File: config.mk
export PLATFORM = sky130hd
export DESIGN_NAME = dcache_ctrl
export DESIGN_NICKNAME = d
export VERILOG_FILES = /design/src/rtl/dcache_pkg.sv /design/src/rtl/dcache_line_store.sv /design/src/rtl/dcache_ctrl.sv
export SDC_FILE = /design/constraint.sdc
export NUM_CORES = 1
export LEC_CHECK = 0
export ABC_AREA = 0
export CAP_MARGIN = 20
export CORE_UTILIZATION = 61
export CTS_CLUSTER_SIZE = 20
export DETAILED_ROUTE_END_ITERATION = 12
export PLACE_DENSITY_LB_ADDON = 0.3
export SYNTH_ARGS = -nofsm -noshare
export SYNTH_HDL_FRONTEND = slang
export SYNTH_HIERARCHICAL = 1
export SYNTH_SLANG_ARGS = --single-unit
File: constraint.sdc
create_clock -name clk -period 13.1 [get_ports clk]
set_input_delay 1.31 -clock clk [delete_from_list [all_inputs] [get_ports clk]]
set_output_delay 1.31 -clock clk [all_outputs]
set_load 0.005 [all_outputs]
File: src/rtl/dcache_pkg.sv
// Shared definitions for the direct-mapped write-back data cache controller:
// bus widths, default geometry and the controller state encoding.
package dcache_pkg;

    localparam int ADDR_W     = 8;
    localparam int DATA_W     = 8;
    localparam int NLINES_DEF = 8;
    localparam int MM_LAT_DEF = 2;

    localparam int STATE_W = 2;

    localparam logic [STATE_W-1:0] S_IDLE      = 2'd0;
    localparam logic [STATE_W-1:0] S_WRITEBACK = 2'd1;
    localparam logic [STATE_W-1:0] S_ALLOCATE  = 2'd2;
    localparam logic [STATE_W-1:0] S_RESPOND   = 2'd3;

endpackage

File: src/rtl/dcache_line_store.sv
// Line storage for the direct-mapped cache: valid/dirty/tag/data per line,
// one write port (which always marks the line valid) and one indexed read port.
module dcache_line_store
    import dcache_pkg::*;
#(
    parameter int NLINES = NLINES_DEF,
    parameter int IDX_W  = $clog2(NLINES),
    parameter int TAG_W  = ADDR_W - IDX_W
) (
    input  logic              clk,
    input  logic              rst_n,
    input  logic              we,
    input  logic [IDX_W-1:0]  widx,
    input  logic [TAG_W-1:0]  wtag,
    input  logic [DATA_W-1:0] wdata,
    input  logic              wdirty,
    input  logic [IDX_W-1:0]  ridx,
    output logic              rvalid,
    output logic              rdirty,
    output logic [TAG_W-1:0]  rtag,
    output logic [DATA_W-1:0] rdata
);

    logic [NLINES-1:0] valid_q;
    logic [NLINES-1:0] dirty_q;
    logic [TAG_W-1:0]  tag_q  [NLINES];
    logic [DATA_W-1:0] data_q [NLINES];

    always_ff @(posedge clk or negedge rst_n) begin
        if (!rst_n) begin
            valid_q <= '0;
            dirty_q <= '0;
        end else if (we) begin
            valid_q[widx] <= 1'b1;
            dirty_q[widx] <= wdirty;
        end
    end

    // NOTE: tag/data arrays carry no reset; valid_q alone qualifies their contents.
    always_ff @(posedge clk) begin
        if (we) begin
            tag_q[widx]  <= wtag;
            data_q[widx] <= wdata;
        end
    end

    assign rvalid = valid_q[ridx];
    assign rdirty = dirty_q[ridx];
    assign rtag   = tag_q[ridx];
    assign rdata  = data_q[ridx];

endmodule

File: src/rtl/dcache_ctrl.sv
// Direct-mapped, write-back, write-allocate byte cache controller with a
// fixed-latency main-memory strobe interface.
module dcache_ctrl
    import dcache_pkg::*;
#(
    parameter int NLINES = NLINES_DEF,
    parameter int MM_LAT = MM_LAT_DEF
) (
    input  logic              clk,
    input  logic              rst_n,
    input  logic              CPURead,
    input  logic              CPUWrite,
    input  logic [ADDR_W-1:0] CPUAddr,
    input  logic [DATA_W-1:0] CPUWData,
    output logic [DATA_W-1:0] CPURData,
    output logic              Stall,
    output logic              MMRead,
    output logic              MMWrite,
    output logic [ADDR_W-1:0] ABUS,
    output logic [DATA_W-1:0] CachetoMem,
    input  logic [DATA_W-1:0] MemtoCache,
    output logic [ADDR_W-1:0] OldTag,
    output logic              CacheSwap
);

    localparam int IDX_W = $clog2(NLINES);
    localparam int TAG_W = ADDR_W - IDX_W;
    localparam int CNT_W = (MM_LAT > 1) ? $clog2(MM_LAT) : 1;
    localparam logic [CNT_W-1:0] CNT_LAST = CNT_W'(MM_LAT - 1);

    logic [STATE_W-1:0] state_q, state_d;
    logic [CNT_W-1:0]   cnt_q;
    logic [ADDR_W-1:0]  lat_addr_q;
    logic               lat_write_q;
    logic [DATA_W-1:0]  lat_wdata_q;

    logic              req, hit, miss, cnt_last;
    logic [IDX_W-1:0]  cpu_idx, lat_idx, ridx;
    logic [TAG_W-1:0]  cpu_tag, lat_tag;

    logic              we, wdirty;
    logic [IDX_W-1:0]  widx;
    logic [TAG_W-1:0]  wtag;
    logic [DATA_W-1:0] wdata;
    logic              rvalid, rdirty;
    logic [TAG_W-1:0]  rtag;
    logic [DATA_W-1:0] rdata;

    assign req      = CPURead | CPUWrite;
    assign cpu_idx  = CPUAddr[IDX_W-1:0];
    assign cpu_tag  = CPUAddr[ADDR_W-1:IDX_W];
    assign lat_idx  = lat_addr_q[IDX_W-1:0];
    assign lat_tag  = lat_addr_q[ADDR_W-1:IDX_W];
    assign cnt_last = (cnt_q == CNT_LAST);

    // Outside IDLE the line under service is addressed from the latched request.
    assign ridx = (state_q == S_IDLE) ? cpu_idx : lat_idx;
    assign hit  = rvalid && (rtag == cpu_tag);
    assign miss = (state_q == S_IDLE) && req && !hit;

    dcache_line_store #(
        .NLINES (NLINES),
        .IDX_W  (IDX_W),
        .TAG_W  (TAG_W)
    ) u_store (
        .clk    (clk),
        .rst_n  (rst_n),
        .we     (we),
        .widx   (widx),
        .wtag   (wtag),
        .wdata  (wdata),
        .wdirty (wdirty),
        .ridx   (ridx),
        .rvalid (rvalid),
        .rdirty (rdirty),
        .rtag   (rtag),
        .rdata  (rdata)
    );

    always_comb begin
        state_d = state_q;
        case (state_q)
            S_IDLE: begin
                if (miss)
                    state_d = (rvalid && rdirty) ? S_WRITEBACK : S_ALLOCATE;
            end
            S_WRITEBACK: if (cnt_last) state_d = S_ALLOCATE;
            S_ALLOCATE:  if (cnt_last) state_d = S_RESPOND;
            S_RESPOND:   state_d = S_IDLE;
            default:     state_d = S_IDLE;
        endcase
    end

    always_ff @(posedge clk or negedge rst_n) begin
        if (!rst_n) begin
            state_q     <= S_IDLE;
            cnt_q       <= '0;
            lat_addr_q  <= '0;
            lat_write_q <= 1'b0;
            lat_wdata_q <= '0;
        end else begin
            state_q <= state_d;
            if (state_d != state_q)
                cnt_q <= '0;
            else if (state_q == S_WRITEBACK || state_q == S_ALLOCATE)
                cnt_q <= cnt_q + 1'b1;
            if (miss) begin
                lat_addr_q  <= CPUAddr;
                lat_write_q <= CPUWrite;
                lat_wdata_q <= CPUWData;
            end
        end
    end

    // NOTE: every always_comb output gets a default first so no path can infer a latch.
    always_comb begin
        we     = 1'b0;
        widx   = cpu_idx;
        wtag   = cpu_tag;
        wdata  = CPUWData;
        wdirty = 1'b1;
        if (state_q == S_IDLE && CPUWrite && hit) begin
            we = 1'b1;
        end else if (state_q == S_ALLOCATE && cnt_last) begin
            // A store miss overwrites the fill byte directly with the latched data.
            we     = 1'b1;
            widx   = lat_idx;
            wtag   = lat_tag;
            wdata  = lat_write_q ? lat_wdata_q : MemtoCache;
            wdirty = lat_write_q;
        end
    end

    // Gated by rst_n so a request held through reset cannot raise Stall.
    always_comb begin
        Stall      = 1'b0;
        CPURData   = '0;
        MMRead     = 1'b0;
        MMWrite    = 1'b0;
        CacheSwap  = 1'b0;
        ABUS       = '0;
        OldTag     = '0;
        CachetoMem = '0;
        if (rst_n) begin
            case (state_q)
                S_IDLE: begin
                    if (req) begin
                        if (!hit)
                            Stall = 1'b1;
                        else if (!CPUWrite)
                            CPURData = rdata;
                    end
                end
                S_WRITEBACK: begin
                    Stall      = 1'b1;
                    MMWrite    = 1'b1;
                    CacheSwap  = 1'b1;
                    OldTag     = {rtag, lat_idx};
                    CachetoMem = rdata;
                    ABUS       = lat_addr_q;
                end
                S_ALLOCATE: begin
                    Stall  = 1'b1;
                    MMRead = 1'b1;
                    ABUS   = lat_addr_q;
                end
                S_RESPOND: CPURData = rdata;
                default: ;
            endcase
        end
    end

endmodule

# Word level (Yosys, flattened, before mapping)
# Memories as Yosys holds them, arrays and structs flattened.
# Index checks and enable logic that the tools add are counted.
[classes] n_bitwise=2 n_mux=47 mul=0 shift=0 magnitude_cmp=3 n_addsub=1 eq_ne=5 div=0 reduce_logical=13
[op_table] cell="$mux 8" count=13
[op_table] cell="$mux 1" count=18
[op_table] cell="$pmux 8 s2" count=1
[op_table] cell="$mux 5" count=2
[op_table] cell="$mux 3" count=3
[op_table] cell="$bwmux 8" count=1
[op_table] cell="$logic_and 1x1->1" count=8
[op_table] cell="$lt 3x4->1 const B" count=2
[op_table] cell="$mux 2" count=4
[op_table] cell="$or 8x8->8" count=1
[op_table] cell="$pmux 2 s4" count=1
[op_table] cell="$bmux 1 s3" count=2
[op_table] cell="$eq 5x5->1" count=1
[op_table] cell="$eq 2x2->1 const B" count=2
[op_table] cell="$demux 1 s3" count=1
[op_table] cell="$ge 3x1->1 const B" count=1
[op_table] cell="$eq 2x1->1 const B" count=1
[op_table] cell="$logic_not 2->1" count=1
[op_table] cell="$ne 2x2->1" count=1
[op_table] cell="$pmux 1 s2" count=1
[op_table] cell="$reduce_bool 2->1" count=1
[op_table] cell="$reduce_or 2->1" count=1
[op_table] cell="$add 1x1->1 const B" count=1
[op_table] cell="$logic_not 1->1" count=1
[op_table] cell="other kinds (2)" count=2
[word_totals] mem_count=2 ff_bits=36 elab_cells=80 ram_bits=104 rom_bits=0 out_inout_bits=36 latch_bits=0
[memory_table] memory="u_store.data_q" depth=8 word_bits=8 read_ports=1 rd_clocked_by_memory_dff=0 write_ports=1 line_no="dcache_line_store.sv:27" source="logic [DATA_W-1:0] data_q [NLINES];"
[memory_table] memory="u_store.tag_q" depth=8 word_bits=5 read_ports=1 rd_clocked_by_memory_dff=0 write_ports=1 line_no="dcache_line_store.sv:26" source="logic [TAG_W-1:0] tag_q [NLINES];"

# Logic depth before layout (Yosys ltp)
# Gate-level depths: netlist of the first run.
[depth] word_depth=12 depth_mapped=15 depth_no_buf=11

# By module
# Netlist of the first run, hierarchy kept.
[modules_own_cells] module="dcache_line_store" seq_area_each_um2=3523.4 n_inst=1 area_per_inst_um2=4765.8 cells_each=200
[modules_own_cells] module="dcache_ctrl" seq_area_each_um2=500.5 n_inst=1 area_per_inst_um2=1662.8 cells_each=172

# Worst setup path after synthesis of the first run
# Ideal clock, no wire load.
[synth_timing] path_type="input-to-reg" start="in CPUAddr[0]" end="reg u_store.dirty_q[0]" path_slack_ns=7.042 path_stages=11 setup_ns=0.125 n_path_buf=2 arrival_ns=5.934 required_time_ns=12.975 path_cell_list="mux2_2 -> buf_6 -> mux4_1 -> mux2_2 -> xnor2_1 -> nand4_2 -> o311ai_4 -> buf_6 -> mux2_4 -> nor4b_1 -> mux2_2"
[synth_between] elab_chain_len=11 elab_cells_between_ends=17 cone_classes="order compare (2); eq/ne (1); mux (10); reduce/logical (3); memory (1)"
[synth_rtl] item="from (decl)" line_no="dcache_ctrl.sv:13" source="input logic [ADDR_W-1:0] CPUAddr,"
[synth_rtl] item="$mux 3 (*)" line_no="dcache_ctrl.sv:57" source="assign ridx = (state_q == S_IDLE) ? cpu_idx : lat_idx;"
[synth_rtl] item="$mem_v2 8x5 (*)"
[synth_rtl] item="via rtag[3]" line_no="dcache_ctrl.sv:46" source="logic [TAG_W-1:0] rtag;"
[synth_rtl] item="$eq 5x5->1 (*)" line_no="dcache_ctrl.sv:58" source="assign hit = rvalid && (rtag == cpu_tag);"
[synth_rtl] item="$logic_and 1x1->1 (*)" line_no="dcache_ctrl.sv:58"
[synth_rtl] item="$logic_and 1x1->1 (*)" line_no="dcache_ctrl.sv:122" source="if (state_q == S_IDLE && CPUWrite && hit) begin"
[synth_rtl] item="$mux 3 (*)" line_no="dcache_ctrl.sv:122"
[synth_rtl] item="via widx[1]" line_no="dcache_ctrl.sv:42" source="logic [IDX_W-1:0] widx;"
[synth_rtl] item="$lt 3x4->1 (not written as such) or $ge 3x1->1 (tied branches)" line_no="dcache_line_store.sv:35" source="dirty_q[widx] <= wdirty;"
[synth_rtl] item="$logic_and 1x1->1 (not written as such)" line_no="dcache_line_store.sv:35"
[synth_rtl] item="$mux 1 (not written as such)" line_no="dcache_line_store.sv:35"
[synth_rtl] item="$demux 1 s3 (*)"
[synth_rtl] item="$bwmux 8 (*)" line_no="dcache_line_store.sv:35"
[synth_rtl] item="to (signal, indexed assignment)" line_no="dcache_line_store.sv:35"
[synth_rtl] item="to (decl)" line_no="dcache_line_store.sv:25" source="logic [NLINES-1:0] dirty_q;"
# Mark *: on every way through the listed nets, which the timed path passes. The rest lies on a longest branch. The select of a mux whose other input is x is not followed.
# A chain may end at the register's enable or synchronous reset.

# Worst setup path after layout of the first run
[layout_timing] start="reg state_q[1]" end="out CPURData[7]"
[layout_between] elab_chain_len=9 elab_cells_between_ends=14 cone_classes="eq/ne (2); mux (8); reduce/logical (2); memory (2)"
[layout_rtl] item="from (decl)" line_no="dcache_ctrl.sv:31" source="logic [STATE_W-1:0] state_q, state_d;"
[layout_rtl] item="from (signal assigned)" line_no="dcache_ctrl.sv:102" source="state_q <= state_d;"
[layout_rtl] item="$logic_not 2->1" line_no="dcache_ctrl.sv:57"
[layout_rtl] item="$mux 3" line_no="dcache_ctrl.sv:57"
[layout_rtl] item="via ridx[0]" line_no="dcache_ctrl.sv:38" source="logic [IDX_W-1:0] cpu_idx, lat_idx, ridx;"
[layout_rtl] item="$mem_v2 8x5"
[layout_rtl] item="via rtag[0]" line_no="dcache_ctrl.sv:46"
[layout_rtl] item="$eq 5x5->1" line_no="dcache_ctrl.sv:58"
[layout_rtl] item="$logic_and 1x1->1" line_no="dcache_ctrl.sv:58"
[layout_rtl] item="$mux 8" line_no="dcache_ctrl.sv:148" source="if (!hit)"
[layout_rtl] item="$mux 8" line_no="dcache_ctrl.sv:147" source="if (req) begin"
[layout_rtl] item="$pmux 8 s2" line_no="dcache_ctrl.sv:145" source="case (state_q)"
[layout_rtl] item="$mux 8" line_no="dcache_ctrl.sv:144" source="if (rst_n) begin"
[layout_rtl] item="to (decl)" line_no="dcache_ctrl.sv:15" source="output logic [DATA_W-1:0] CPURData,"
# The timed path passes the listed nets, and every way through them passes these cells. The select of a mux whose other input is x is not followed.

==> summary by stage, run 1 <==
Synth
The total nets after synthesis is slightly above 400. The synthesized instance count is 372. For this run, the leading register cell type out of synthesis is sky130_fd_sc_hd__edfxtp_1. The number of distinct library cells after synthesis is 46. The share of synthesized area in the top cell type comes to about half. Of the synthesized area, sequential elements account for 62.6%. Counting flops with a built-in enable in the synthesized netlist gives 104. The share of flip-flops with an asynchronous set or reset after synthesis is approximately a quarter. After synthesis, the mean cell area works out to approximately 17 sq um. The netlist area before placement is 6430 sq um. Of all cell types, the one taking the most synthesized area is sky130_fd_sc_hd__edfxtp_1. After synthesis the netlist holds a flip-flop and latch count of 140. The Yosys step of the flow raised 6 warnings. Ranked by total cell area, the synthesized netlist is headed by sky130_fd_sc_hd__edfxtp_1 (49%), sky130_fd_sc_hd__dfrtp_1 (14%), sky130_fd_sc_hd__mux4_1 (12%), sky130_fd_sc_hd__mux2_2 (8.2%), sky130_fd_sc_hd__and3_1 (2.3%).

CTS
The H-tree depth is 4. The clock slew at the register clock pins of the worst setup and hold paths is 60 ps. The number of buffers added to fix hold violations after cts is 0. The clock insertion delay at the later pin of the skew report is 520 ps.

TritonCTS built the clock tree. The quantity of gates resized following cts is 0. The number of buffers on the longest clock path is 2. Once the clock tree was built, the setup fixing pass inserted 0 buffers. The root buffer cell is sky130_fd_sc_hd__clkbuf_8. The clock buffer count from CTS is 17. Clock tree synthesis found a total of 140 sinks.

Die
The die covers between 10000 and 15000 sq um. The die is 105 microns wide. Row generation in the floorplan step produced 37 rows. For this configuration, the core starts out at a cell density of between 60% and 70%. The core region area is between 10000 and 15000 sq um. During I/O placement, the number of pins put on the boundary was 64.

The overall die height is approximately 100 microns.

Power
The switching share of total power is between 30 and 40%. The share of total power dissipated in sequential elements is roughly 36%. Dividing total power by cell area gives a power density of 223 nW/um^2.

The internal power consumption is between 1000 and 1500 uW. The worst supply voltage drop on vdd is about 0.00017 V. The leakage power is 0.00295 uW. Per report_power, the combinational group accounts for 36.5% of the total. The analysis attributes to net switching a power of 539 uW. The total power is 1720 uW. The portion of total power attributed to the clock network is between 20% and 30%.

Layout
In the final layout, flip-flops and latches occupy 4020 sq um. From synthesis to final layout, the design area changed by 20.2%. The net count of the finished layout is ~470. The fill cell total of the finished layout is 614. Of the cells placed in the final design, the portion with a size suffix greater than 1 is a little over a fifth. The multi-input combinational cells in the finished layout cover a total of ~2300 sq um.

Once layout is complete, the cells apart from fillers number 587. The antenna diode instance count is 0.

Critical path
The worst stage delay on the critical path is approximately 920 ps. The critical path is of the flop to output pin type. The kind of cell with the highest combined delay on the critical path is multiplexers.

The total stage count of the critical path is 11. The maximum fanout encountered on the critical timing path is 30. The worst flop-to-flop path startpoint is state_q[1].

In this run the worst setup path terminates at CPURData[7]. The number of buffer and inverter instances along the worst setup path is 2. Counting stages on the worst path, the most repeated cell is sky130_fd_sc_hd__mux2_2. The reg-to-reg endpoint is u_store/data_q[3][6]. Data arrives at the worst endpoint at 5530 ps.

STA classifies the critical path startpoint as a flop. The setup slack of the worst register-to-register path is 6990 ps. The cell at the slowest stage of the critical path is sky130_fd_sc_hd__mux2_2. The critical path data required time is 11790 ps.

The critical path starts at state_q[1]. Traced cell by cell, the critical path runs through inv_1 > ha_1 > mux2_2 > mux4_1 > mux2_2 > xnor2_1 > nand4_2 > nor4_1 > o211a_1 > and2_1 > clkdlybuf4s50_1. The endpoint type of the worst setup path is an output pin. The logic depth of the worst register-to-register path is 12.

STA
For the final database, setup skew stands at 12.7 ps. The maximum operating frequency is between 0.1 and 0.15 GHz. The number of max-slew violations in the final report is 0. The final hold slack is approximately 470 ps. In the final timing run, aggregate negative setup slack is 0 ps.

The final critical path time including I/O delays and setup is 6840 ps. Setup repair after global routing left no endpoint under its margin. For the pin with the worst max-slew slack, the measured transition is 969 ps. The final setup violation count is 0. Dividing the final minimum period by the clock period gives roughly 52%.

The number of failing hold endpoints at the final stage is 0. Measured against its own limit, the worst slew margin works out to 35.4%.

Detailed routing
The number of vias per cell after detailed routing is approximately 6.3. The length of routed wiring on met1 is 5.18 mm. Summing over every cut layer, the via total after detailed routing is 3685. The DRC violation count after routing is 0. In the final routed layout, each cell accounts on average for ~23 microns. The detailed-routed wire length on met3 is 934 microns. The met2 wire length is 7.29 mm. In this run the remaining antenna-violating nets after routing total 0.

The first TritonRoute pass finished after 5 iterations. The violation count after the first detailed-route iteration is 308. The highest layer touched by signal routing is met4. Wires add up to approximately 14 mm.

Place
The global placement routability congestion is 0.794. The count of input and output buffers is 63. Including well taps, the total number of placed cells is 555. Detailed placement finished with a half-perimeter wire length of a little over 8 mm.

Run status
The run finished with clean final reports.

Global routing
The global-route wire length before repair is roughly 21 mm. Summed over all layers, the global routing overflow is 0. Global routing used between 20% and 30% of the available tracks across all layers. Entering global routing, the biggest net connects 65 pins. The number of antenna violations at the first check in global routing was 0. The number of global-route vias before repair is 3812.

Run
The max-cap violation count is 0.

Min path
Along the worst hold path, the cell count comes to 1. The classification of the worst-slack hold path is flop to flop.
## layout make-up
type	instances	area share, %
sequential	140	52.1
multi-input combinational	205	29.3
timing repair buffer	67	8.48
clock buffer	19	5.45
tap	136	2.20
clock inverter	13	2.17
inverter	7	0.340
## flip-flops by register name (all words and copies together), names as in the netlist
name / flops
state_q: 2
lat_write_q: 1
lat_wdata_q: 8
u_store/tag_q: 40
u_store/dirty_q: 8
u_store/data_q: 64
cnt_last: 1
u_store/valid_q: 8
lat_addr_q: 8
## placed cells by master (no fill, tap or decap), types with 6 or more instances in the layout
cell and count:
sky130_fd_sc_hd__ha_1 6, sky130_fd_sc_hd__mux2i_1 9, sky130_fd_sc_hd__inv_1 7, sky130_fd_sc_hd__o21ai_0 13, sky130_fd_sc_hd__xnor2_1 6, sky130_fd_sc_hd__and3_1 24, sky130_fd_sc_hd__or2_2 6, sky130_fd_sc_hd__mux4_1 29
sky130_fd_sc_hd__clkbuf_16 16, sky130_fd_sc_hd__edfxtp_1 104, sky130_fd_sc_hd__dfrtp_1 36, sky130_fd_sc_hd__clkdlybuf4s50_1 62, sky130_fd_sc_hd__nand2_1 13, sky130_fd_sc_hd__mux2_2 47, sky130_fd_sc_hd__and2_1 11
## worst min path at each step
stage	slack, ps	start	to
after detailed placement	450	u_store/valid_q[3]	u_store/valid_q[3]
after CTS	470	u_store/valid_q[3]	u_store/valid_q[3]
after floorplan	430	u_store/valid_q[5]	u_store/valid_q[5]
final	470	u_store/valid_q[0]	u_store/valid_q[0]
after global routing	480	u_store/valid_q[1]	u_store/valid_q[1]
after global placement	440	u_store/valid_q[1]	u_store/valid_q[1]
## routing by layer
metal  vias up  track usage, %
met5         -               0
met4         0            11.5
met3        31            5.80
met2       150            46.3
met1      1887            31.6
li1       1617               -
## stage by stage
step,setup slack (ps),utilization (%),area (sq um)
6_report,6260,75.2,7730
5_1_grt,5990,75.2,7730
4_1_cts,6240,75.2,7730
3_5_place_dp,6370,69.5,7140
3_3_place_gp,6460,69.5,7140
2_1_floorplan,7040,-,6430
## synth_stat cells, drive strengths merged, types with 2 or more instances
master / n
a21oi: 2
and2: 11
and3: 24
and4bb: 3
buf: 12
clkbuf: 8
dfrtp: 36
edfxtp: 104
ha: 6
inv: 7
mux2: 50
mux2i: 9
mux4: 30
nand2: 13
nand2b: 4
nand4b: 3
nor2: 4
o211a: 2
o21ai: 14
or2: 6
xnor2: 6
## cell families after synthesis
logic type	count (synthesis)	share of synthesized area, %
AO/OA/AOI/OAI	28	3.17
XOR/XNOR	7	0.954
adder cells (fa/ha/maj)	6	1.17
buffers and inverters	27	2.28
flip-flops	140	62.6
multiplexers	89	22.5
AND/OR/NAND/NOR	75	7.30
## power by group through the flow
stage,registers [uW],clock network [uW],logic (uW)
2_1_floorplan,603,0,476
3_3_place_gp,623,0,597
3_5_place_dp,629,0,619
4_1_cts,622,476,625
5_1_grt,631,495,670
6_report,624,471,628
(Power assumes the default switching activity.)
==> run 2: changes to the inputs <==
- CORE_UTILIZATION: 61 -> 51
- clock period: 13.1 -> 5.5 ns (I/O delays scaled with it)
==> summary by stage, run 2 (synthesized netlist as in run 1, its figures left out) <==
Place
Detailed placement finished with a half-perimeter wire length of between 8 and 9 mm. The pre-CTS setup slack is about 190 ps. The count of input and output buffers is 63. The global placement routability congestion is 0.795.

Global routing
Entering global routing, the biggest net connects 49 pins. The number of antenna violations at the first check in global routing came to 0. The number of global-route vias before repair is 3820. The global-route wire length before repair is 21.5 mm. For this run, the total global-route usage over all layers was measured as a little under a quarter.

Summed over all layers, the global routing overflow is 0.

Detailed routing
The total wire length after detailed routing is 13.9 mm. The violation count after the first detailed-route iteration is 340. Once detail routing completed, the nets flagged for antenna violations numbered 0. For this block, the via count after detailed routing is approximately 3.7k. The DRC violation count after routing is 0.

After detailed routing, the number of vias per cell comes to 5.88. Before antenna repair, the detailed router went through 5 iterations. In the final routed layout, each cell accounts on average for 22.0 microns.

Critical path
The worst stage delay on the critical path is 600 ps. The worst flop-to-flop path startpoint is state_q[1]. The logic depth of the worst register-to-register path is 11. The maximum fanout encountered on the critical timing path is 16.

The startpoint of the most critical setup path is state_q[1]. The most critical setup path has its endpoint at CPURData[1]. Traced cell by cell, the critical path runs through inv_1 > ha_4 > mux2_4 > mux4_1 > mux2_2 > xnor2_1 > nand4_2 > nor4_1 > o211a_2 > and2_1 > clkdlybuf4s50_1. The critical path runs through a total of 11 cells. Data arrives at the worst endpoint at ~4600 ps. The classification of the worst setup path is flop to output pin. The worst setup path is launched from a flop. The endpoint type of the worst setup path is an output pin. On the critical path, the stage with the largest delay is an instance of sky130_fd_sc_hd__mux4_1. The reg-to-reg endpoint is u_store/dirty_q[7]. The number of buffer and inverter instances along the worst setup path is 2. The worst register-to-register path has a setup slack of 600 ps.

Data on the critical path is required at its endpoint by 4950 ps. The kind of cell with the highest combined delay on the critical path is multiplexers.

CTS
The clock buffer count from CTS is 17. The H-tree depth is 4. The number of buffers on the longest clock path is 2. The number of buffers added to fix hold violations after cts is 0. The clock slew at the register clock pins of the worst setup and hold paths is 60 ps. The root buffer cell is sky130_fd_sc_hd__clkbuf_16. The clock insertion delay at the later pin of the skew report is 420 ps. The clock tree from TritonCTS is yes. The clock drives 140 sinks.

STA
The number of max-slew violations in the final report came to 0. Headroom to the max-slew limit came out at 34.1%. The post-route clock period utilization is 93.0%.

The slew at the pin closest to its max-slew limit is slightly below 1000 ps. The number of failing hold endpoints at the final stage is 0. The maximum operating frequency is 0.196 GHz. The accumulated negative setup slack is 0 ps.

Setup violations remaining at the end of the flow were counted as 0. The clock skew is roughly 5.8 ps. Setup repair after global routing left no endpoint under its margin.

The final critical path time including I/O delays and setup is 5110 ps. The smallest setup slack after layout is approximately 390 ps.

Power
The switching share of total power is 31.6%. The internal power consumption is about 2800 uW. IR analysis of the VDD net gives a maximum drop of about 0.00035 V.

In this run, flip-flops and latches consume ~36% of the power. In this run the static leakage power is between 0.002 and 0.003 uW. The power density over cell area is roughly 520 nW/um^2.

The combinational group share of total power is 37.9%. For this design the total switching power over the nets is approximately 1300 uW. Of the total power, the clock network draws 26.0%.

Layout
The most flop-heavy register is u_store/data_q. The number of flip-flops in the largest register is 64. Cells with a size suffix above 1 make up around a quarter of the layout. The filler cells instantiated in the layout total approximately 860. The largest registers in the layout are u_store/data_q (64), u_store/tag_q (40). The library cells used most frequently in the layout, excluding fill and tap cells, are sky130_fd_sc_hd__edfxtp_1 (104), sky130_fd_sc_hd__clkdlybuf4s50_1 (62), sky130_fd_sc_hd__mux2_2 (45). After the last flow step, the layout net total stands at a little under 500. Compared with the post-synthesis result, the final layout area differs by 22.2%. The antenna diode instance count is 0. Leaving out fill and tap cells, the most frequent cell in the layout is sky130_fd_sc_hd__edfxtp_1.

Die
The starting utilization of the core area is between 50% and 60%. The region available for standard cell placement spans 12200 sq um. The floorplan step defined a die boundary enclosing 13100 sq um. The floorplan step set the die width to 114 microns.

The number of ports placed on the die boundary is between 60 and 70. Measured along the y axis, the die boundary spans ~110 microns. The floorplan has 40 rows.

Min path
The tightest min-delay check is of the primary input to async pin type.

Run status
The flow ran to the end, and the final reports show no timing, DRC or antenna violations.

Run
The max-cap violation count is 0.
run 2: cell count changes in the layout (fill, tap and decap cells not counted), sizes merged:
| cell | before | now |
|---|---|---|
| inv | 9 | 7 |
| clkinvlp | 2 | 7 |
| clkbuf | 19 | 18 |
| bufinv | 3 | 1 |
| buf | 5 | 17 |
run 2: metal layers:
layer / share of wire (%) / global-route usage (%) / vias to the layer above
met4: 1.7 / 8.83 / 0
met5: 0 / 0 / -
met2: 50 / 37.5 / 146
li1: - / - / 1646
met3: 6.0 / 5.82 / 22
met1: 42 / 30.2 / 1894
run 2: worst reg2reg max path, delay by kind of cell, from the launching register on:
| family | cells | cell delay [ps] |
|---|---|---|
| multiplexers | 5 | 2020 |
| buffers and inverters | 1 | 230 |
| adder cells (fa/ha/maj) | 1 | 290 |
| flip-flops | 1 | 470 |
| XOR/XNOR | 1 | 200 |
| AO/OA/AOI/OAI | 1 | 530 |
| AND/OR/NAND/NOR | 2 | 1040 |
run 2: cell type report:
class	instances	area (sq um)	share of cell area, %
multi-input combinational	205	2280	29.1
clock buffer	18	439	5.59
inverter	7	26.3	0.335
tap	168	210	2.68
clock inverter	14	124	1.58
timing repair buffer	79	746	9.49
sequential	140	4020	51.2
run 2: worst min path at each step:
stage               cells after the start            endpoint  slack [ps]
floorplan                               0            cnt_last         250
global placement                        1  u_store/valid_q[5]         440
detailed placement                      1  u_store/valid_q[1]         450
CTS                                     1  u_store/dirty_q[5]         300
global route                            1  u_store/dirty_q[5]         350
finish                                  1  u_store/valid_q[4]         300
run 2: timing repair:
action                                 4_1_cts  5_1_grt
endpoints found under the hold margin        0        0
setup buffers                                0        0
resized for setup                            3        2
setup endpoints to repair                    8        8
run 2: power groups by stage:
stage          Sequential, uW  Clock [uW]  Combinational [uW]
6_report                 1480        1070                1550
5_1_grt                  1500        1120                1670
4_1_cts                  1480        1080                1540
3_5_place_dp             1500           0                1520
3_3_place_gp             1490           0                1480
2_1_floorplan            1440           0                1140
run 2: metrics by stage:
step           hold slack [ps]  total power [uW]  cells  area [sq um]  utilization (%)
2_1_floorplan              254              2570    372          6430                -
3_3_place_gp               440              2970    599          7270             59.8
3_5_place_dp               448              3020    599          7270             59.8
4_1_cts                    304              4100    631          7840             64.5
5_1_grt                    345              4290    631          7850             64.6
6_report                   297              4090    631          7850             64.6
